## config.mk

```make
export PLATFORM = sky130hd
export DESIGN_NAME = traffic_phase_ctrl
export DESIGN_NICKNAME = d
export VERILOG_FILES = /design/src/rtl/traffic_pkg.sv /design/src/rtl/traffic_phase_ctrl_tick_prescaler.sv /design/src/rtl/traffic_phase_ctrl.sv
export SDC_FILE = /design/constraint.sdc
export NUM_CORES = 1
export LEC_CHECK = 0
export ABC_AREA = 1
export CAP_MARGIN = 10
export CORE_MARGIN = 8
export CORE_UTILIZATION = 44
export CTS_CLUSTER_SIZE = 40
export DETAILED_ROUTE_END_ITERATION = 16
export PLACE_DENSITY = 0.71
export RECOVER_POWER = 25
export SYNTH_ARGS = -nofsm -noshare
export SYNTH_HDL_FRONTEND = slang
export SYNTH_SLANG_ARGS = --single-unit
export TNS_END_PERCENT = 20
```

## constraint.sdc

```tcl
create_clock -name clk_50 -period 2.1 [get_ports clk_50]
set_input_delay 0.315 -clock clk_50 [delete_from_list [all_inputs] [get_ports clk_50]]
set_output_delay 0.315 -clock clk_50 [all_outputs]
set_load 0.01 [all_outputs]
```

## src/rtl/traffic_pkg.sv

```systemverilog
// Shared types for the two-road intersection controller: phase encoding and lamp sets.
package traffic_pkg;

  typedef enum logic [2:0] {
    ST_ARM      = 3'd0,
    ST_MG_SR    = 3'd1,
    ST_MY_SR    = 3'd2,
    ST_ARS      = 3'd3,
    ST_MR_SG    = 3'd4,
    ST_MR_SY    = 3'd5,
    ST_PED_WALK = 3'd6,
    ST_FLASH    = 3'd7
  } phase_e;

  typedef struct packed {
    logic r;
    logic y;
    logic g;
  } lamp_t;

  typedef struct packed {
    lamp_t main_l;
    lamp_t side_l;
    logic  walk;
  } lamp_set_t;

  localparam lamp_t LAMP_R   = 3'b100;
  localparam lamp_t LAMP_Y   = 3'b010;
  localparam lamp_t LAMP_G   = 3'b001;
  localparam lamp_t LAMP_OFF = 3'b000;

  // Lamp pattern for a phase; blink only matters in FLASH.
  function automatic lamp_set_t decode_lamps(input phase_e st, input logic blink);
    lamp_set_t l;
    l = '0;
    case (st)
      ST_MG_SR:    begin l.main_l = LAMP_G; l.side_l = LAMP_R; end
      ST_MY_SR:    begin l.main_l = LAMP_Y; l.side_l = LAMP_R; end
      ST_MR_SG:    begin l.main_l = LAMP_R; l.side_l = LAMP_G; end
      ST_MR_SY:    begin l.main_l = LAMP_R; l.side_l = LAMP_Y; end
      ST_PED_WALK: begin l.main_l = LAMP_R; l.side_l = LAMP_R; l.walk = 1'b1; end
      ST_FLASH:    begin
        l.main_l = blink ? LAMP_Y : LAMP_OFF;
        l.side_l = blink ? LAMP_Y : LAMP_OFF;
      end
      default:     begin l.main_l = LAMP_R; l.side_l = LAMP_R; end
    endcase
    return l;
  endfunction

endpackage

```

## src/rtl/traffic_phase_ctrl_tick_prescaler.sv

```systemverilog
// Free-running clock divider producing a one-cycle tick every CLK_DIV cycles.
module tick_prescaler #(
  parameter int unsigned CLK_DIV = 50000
) (
  input  logic i_clk,
  input  logic i_rst_n,
  input  logic i_clr,
  output logic o_tick_c
);

  localparam int unsigned PW = (CLK_DIV > 1) ? $clog2(CLK_DIV) : 1;

  logic [PW-1:0] r_cnt;

  assign o_tick_c = (r_cnt == PW'(CLK_DIV - 1));

  always_ff @(posedge i_clk or negedge i_rst_n) begin
    if (!i_rst_n) begin
      r_cnt <= '0;
    end else if (i_clr || o_tick_c) begin
      r_cnt <= '0;
    end else begin
      r_cnt <= r_cnt + PW'(1);
    end
  end

endmodule

```

## src/rtl/traffic_phase_ctrl.sv

```systemverilog
// Two-road intersection phase controller with all-red clearance and flash mode.
// Pedestrian walk phase is built only when TRAFFIC_PED_EN is defined.
module traffic_phase_ctrl #(
  parameter int unsigned CLK_DIV  = 50000,
  parameter int unsigned T_GREEN  = 1500,
  parameter int unsigned T_YELLOW = 500,
  parameter int unsigned T_ALLRED = 100,
  parameter int unsigned T_WALK   = 1000,
  parameter int unsigned T_BLINK  = 250,
  parameter int unsigned CNT_W    = 13
) (
  input  logic       clk_50,
  input  logic       reset_n,
  input  logic       flash_req,
  input  logic       ped_req,
  output logic       main_R,
  output logic       main_G,
  output logic       main_Y,
  output logic       side_R,
  output logic       side_G,
  output logic       side_Y,
  output logic       ped_walk,
  output logic       ped_pending,
  output logic [2:0] phase
);

  import traffic_pkg::*;

`ifdef TRAFFIC_PED_EN
  localparam bit PED_EN = 1'b1;
`else
  localparam bit PED_EN = 1'b0;
`endif

  phase_e           r_state, w_state_nx;
  logic [CNT_W-1:0] r_timer, w_timer_nx, w_last;
  logic             r_blink, w_blink_nx;
  logic             r_ped_pending, w_ped_nx;
  logic             w_tick, w_chg, w_ped_grant;
  lamp_set_t        w_lamps;

  // Prescaler restarts with every phase so each phase is exactly T*CLK_DIV cycles.
  tick_prescaler #(
    .CLK_DIV (CLK_DIV)
  ) u_presc (
    .i_clk    (clk_50),
    .i_rst_n  (reset_n),
    .i_clr    (w_chg),
    .o_tick_c (w_tick)
  );

  always_comb begin
    w_last = CNT_W'(T_ALLRED - 1);
    case (r_state)
      ST_MG_SR, ST_MR_SG: w_last = CNT_W'(T_GREEN - 1);
      ST_MY_SR, ST_MR_SY: w_last = CNT_W'(T_YELLOW - 1);
      ST_PED_WALK:        w_last = CNT_W'(T_WALK - 1);
      ST_FLASH:           w_last = CNT_W'(T_BLINK - 1);
      default:            w_last = CNT_W'(T_ALLRED - 1);
    endcase
  end

  assign w_ped_grant = PED_EN & r_ped_pending;

  always_comb begin
    w_state_nx = r_state;
    w_timer_nx = r_timer;
    w_blink_nx = r_blink;
    if (w_tick) begin
      if (r_timer == w_last) begin
        w_timer_nx = '0;
        case (r_state)
          ST_ARM: begin
            if (flash_req) begin
              w_state_nx = ST_FLASH;
              w_blink_nx = 1'b1;
            end else if (w_ped_grant) begin
              w_state_nx = ST_PED_WALK;
            end else begin
              w_state_nx = ST_MG_SR;
            end
          end
          ST_ARS: begin
            if (flash_req) begin
              w_state_nx = ST_FLASH;
              w_blink_nx = 1'b1;
            end else begin
              w_state_nx = ST_MR_SG;
            end
          end
          ST_MG_SR:    w_state_nx = ST_MY_SR;
          ST_MY_SR:    w_state_nx = ST_ARS;
          ST_MR_SG:    w_state_nx = ST_MR_SY;
          ST_MR_SY:    w_state_nx = ST_ARM;
          ST_PED_WALK: w_state_nx = ST_MG_SR;
          ST_FLASH: begin
            // Leave flash only where the lamps would go dark anyway.
            if (r_blink && !flash_req) begin
              w_state_nx = ST_ARM;
              w_blink_nx = 1'b0;
            end else begin
              w_blink_nx = ~r_blink;
            end
          end
          default:     w_state_nx = ST_ARM;
        endcase
      end else begin
        w_timer_nx = r_timer + CNT_W'(1);
      end
    end
  end

  assign w_chg = (w_state_nx != r_state);

`ifdef TRAFFIC_PED_EN
  // Request set beats the PED_WALK-entry clear; FLASH entry clears unconditionally.
  always_comb begin
    w_ped_nx = r_ped_pending;
    if (w_chg && (w_state_nx == ST_PED_WALK)) w_ped_nx = 1'b0;
    if (ped_req && (r_state != ST_FLASH))     w_ped_nx = 1'b1;
    if (w_chg && (w_state_nx == ST_FLASH))    w_ped_nx = 1'b0;
  end
`else
  logic w_unused_ped;
  assign w_unused_ped = ped_req;
  assign w_ped_nx     = 1'b0;
`endif

  always_ff @(posedge clk_50 or negedge reset_n) begin
    if (!reset_n) begin
      r_state       <= ST_ARM;
      r_timer       <= '0;
      r_blink       <= 1'b0;
      r_ped_pending <= 1'b0;
    end else begin
      r_state       <= w_state_nx;
      r_timer       <= w_timer_nx;
      r_blink       <= w_blink_nx;
      r_ped_pending <= w_ped_nx;
    end
  end

  assign w_lamps     = decode_lamps(r_state, r_blink);
  assign main_R      = w_lamps.main_l.r;
  assign main_Y      = w_lamps.main_l.y;
  assign main_G      = w_lamps.main_l.g;
  assign side_R      = w_lamps.side_l.r;
  assign side_Y      = w_lamps.side_l.y;
  assign side_G      = w_lamps.side_l.g;
  assign ped_walk    = PED_EN & w_lamps.walk;
  assign ped_pending = PED_EN & r_ped_pending;
  assign phase       = r_state;

endmodule

```

==> results of run 1 <==
[Yosys cell counts (all sizes together)]
| cell type | count | area share |
|---|---|---|
| a21oi | 3 | 0.0067 |
| nor3 | 7 | 0.018 |
| inv | 50 | 0.085 |
| a221oi | 1 | 0.0039 |
| mux2i | 1 | 0.0045 |
| nand4 | 17 | 0.050 |
| dfrtp | 33 | 0.37 |
| o21bai | 2 | 0.0067 |
| nand2 | 83 | 0.14 |
| clkinv | 1 | 0.0017 |
| nor4 | 3 | 0.015 |
| xnor2 | 1 | 0.0039 |
| nand3b | 2 | 0.0067 |
| and2 | 1 | 0.0028 |
| or2 | 1 | 0.0028 |
| a31oi | 1 | 0.0028 |
| buf | 6 | 0.022 |
| o311ai | 1 | 0.0039 |
| xor2 | 10 | 0.039 |
| nand3 | 34 | 0.094 |
| conb | 1 | 0.0017 |
| ha | 2 | 0.011 |
| nor2 | 44 | 0.081 |
| o21ai | 12 | 0.027 |
[sequential cells by signal, summed over array words and instances, names as in the netlist]
signal / cells
phase: 3
u_presc.r_cnt: 16
r_timer: 13
r_blink: 1
[how the worst min path moves through the flow]
stage,slack (ps),cells past startpoint,endpoint
after global routing,480,1,u_presc.r_cnt[0]
final,460,1,u_presc.r_cnt[0]
after CTS,450,2,u_presc.r_cnt[15]
after floorplan,20,0,phase[0]
after detailed placement,460,1,u_presc.r_cnt[0]
after global placement,450,1,u_presc.r_cnt[0]
[kinds of logic after synthesis]
group           after synthesis
compound gates               20
buf+inv                      57
fa+ha+maj                     2
xor+xnor                     11
mux                           1
other cells                   1
simple gates                192
flops                        33
[critical path, stage by stage (launching register included)]
cell and delay [ps]:
dfrtp_2 490, inv_2 130, nand3_1 180, inv_1 90
clkdlybuf4s50_1 530
[metal layers]
metal,wire [µm],vias to the layer above,track usage
met5,0,-,0
met3,174,6,0.02547
met2,2550,33,0.2445
met4,64,0,0.05938
li1,-,1057,-
met1,2314,944,0.1786
[layout make-up]
| type | instances | area (µm²) |
|---|---|---|
| Clock buffer | 7 | 86.33 |
| Fill cell | 520 | 2444 |
| Inverter | 51 | 196.4 |
| Multi-Input combinational cell | 228 | 1187 |
| Sequential cell | 33 | 829.5 |
| Tap cell | 70 | 87.58 |
| Timing Repair Buffer | 20 | 178.9 |
[report_power, final]
| part | internal [W] | leakage [nW] | switching (W) |
|---|---|---|---|
| clock | 0.000260 | 0.0443 | 0.000215 |
| sequential | 0.000636 | 0.434 | 0 |
| combinational | 0.00000362 | 0.828 | 0.0000153 |
[what timing repair did]
action / in CTS / in global routing
endpoints found under the setup margin: 3 / 4
buffers inserted: 1 / 1
resized for setup: 5 / 4
endpoints found under the hold margin: 0 / 0
hold buffers: 0 / 0
[through the flow]
step | area, µm² | cells | setup TNS [ps]
5_1_grt | 2566 | 409 | -18.05
6_report | 2566 | 409 | 0
2_1_floorplan | 2248 | 318 | 0
3_5_place_dp | 2449 | 400 | 0
4_1_cts | 2547 | 408 | 0
3_3_place_gp | 2449 | 400 | 0
==> reports/metrics.csv, run 1 <==
metric,value,unit
outcome,"complete, no violations",
number of global-route vias before repair,2024,
global-route wire length before repair,8907,µm
DRT Wirelength,5103,µm
number of diodes,0,
Mapped Cells,317,
vias per inst,4.988,
total track usage,0.1457,
Detailed Routing Iterations Pass 1,4,
Simple-Gate Fraction of Synth Area,0.4125,
Hold Startpoint,u_presc.r_cnt[0],
Power Total,0.001129,W
initial core utilization,0.4481,
peak supply drop,404.6,µV
hpwl dp,3943,µm
Layout Utilization,0.5122,
worst-margin pin slew,828.6,ps
synthesized cell area,2245,µm²
core box area,5010,µm²
Hold/Removal Path Class,flip-flop to flip-flop,
xor and xnor area share after synthesis,0.04292,
clk sinks,33,
worst hold margin,461.3,ps
yosys warns,0,
final RePlAce weighted congestion,0.8959,
synth unique cells,37,
RSZ-0062 raised after global routing,yes,
initial antenna violation count,0,
Tmin final,2014,ps
Die Ht,87.43,µm
crit-path max FO,9,
final net count,345,
Setup crit end,main_G,
max_cap viols,0,
f_max,496.6,MHz
R2R Setup Slk,230,ps
synthesis-to-layout area growth,14.33,%
htree depth,2,
pin count of the biggest net entering global routing,34,
worst reg-to-reg path cell count,11,
port bufs,11,
Clock Latency Late Sink,280,ps
Final setup viols,0,
final worst slack,86.44,ps
period utilization,0.9588,
DR vias,2040,
clk_skew,7.010,ps
Final Hold Fails,0,
DIE AREA,7643,µm²
Pins Over Slew Limit,0,
main combinational cell family by area after synthesis,simple AND/OR/NAND/NOR gates,
Die Width,87.43,µm
"commonest non-fill, non-tap cell in the layout",nand2_1,
LEAKAGE,1.307,nW
most frequent cells in the layout,"80 x nand2_1, 41 x inv_1, 38 x nor2_1",
Initial DRC Count,119,
max_slew headroom,0.4476,
worst r2r dst,r_timer[4],
CP Capture Type,primary output,
Crit. Startpoint,phase[1],
CP Data Arrival Time,1700,ps
number of synthesized register bits,33,
TritonCTS clock tree,yes,
Adder-Cell Fraction of Synth Area,0.01115,
Clock transition at path regs,70,ps
complex-gate fraction of the synthesized area,0.05072,
grt ovf,0,
share of the yosys chip area belonging to registers,0.3679,
origin of the critical flop-to-flop path,phase[1],
CTS Buf Count,5,
worst path required time,1780,ps
clock buffer depth,2,
Setup Slack @ Placement,122.8,ps
CP startpoint kind,flip-flop,
Synth Area per Inst,7.081,µm²
Rows,26,
antenna-violating nets left,0,
pwr dens,440.0,nW/µm²
CTS Root Buffer Type,clkbuf_8,
I/O pins,15,
share of cells above drive strength 1,0.1327,
mux share of post-synthesis cell area,0.004459,
Routed WL per cell,12.48,µm
CP Class,flip-flop to primary output,
residual DRC count,0,
(Power assumes the default switching activity.)
==> run 2: changes to the inputs <==
Settings changed: CAP_MARGIN 10 to 20.
==> results of run 2 <==
Final layout, timing and power as in run 1 (identical DEF).
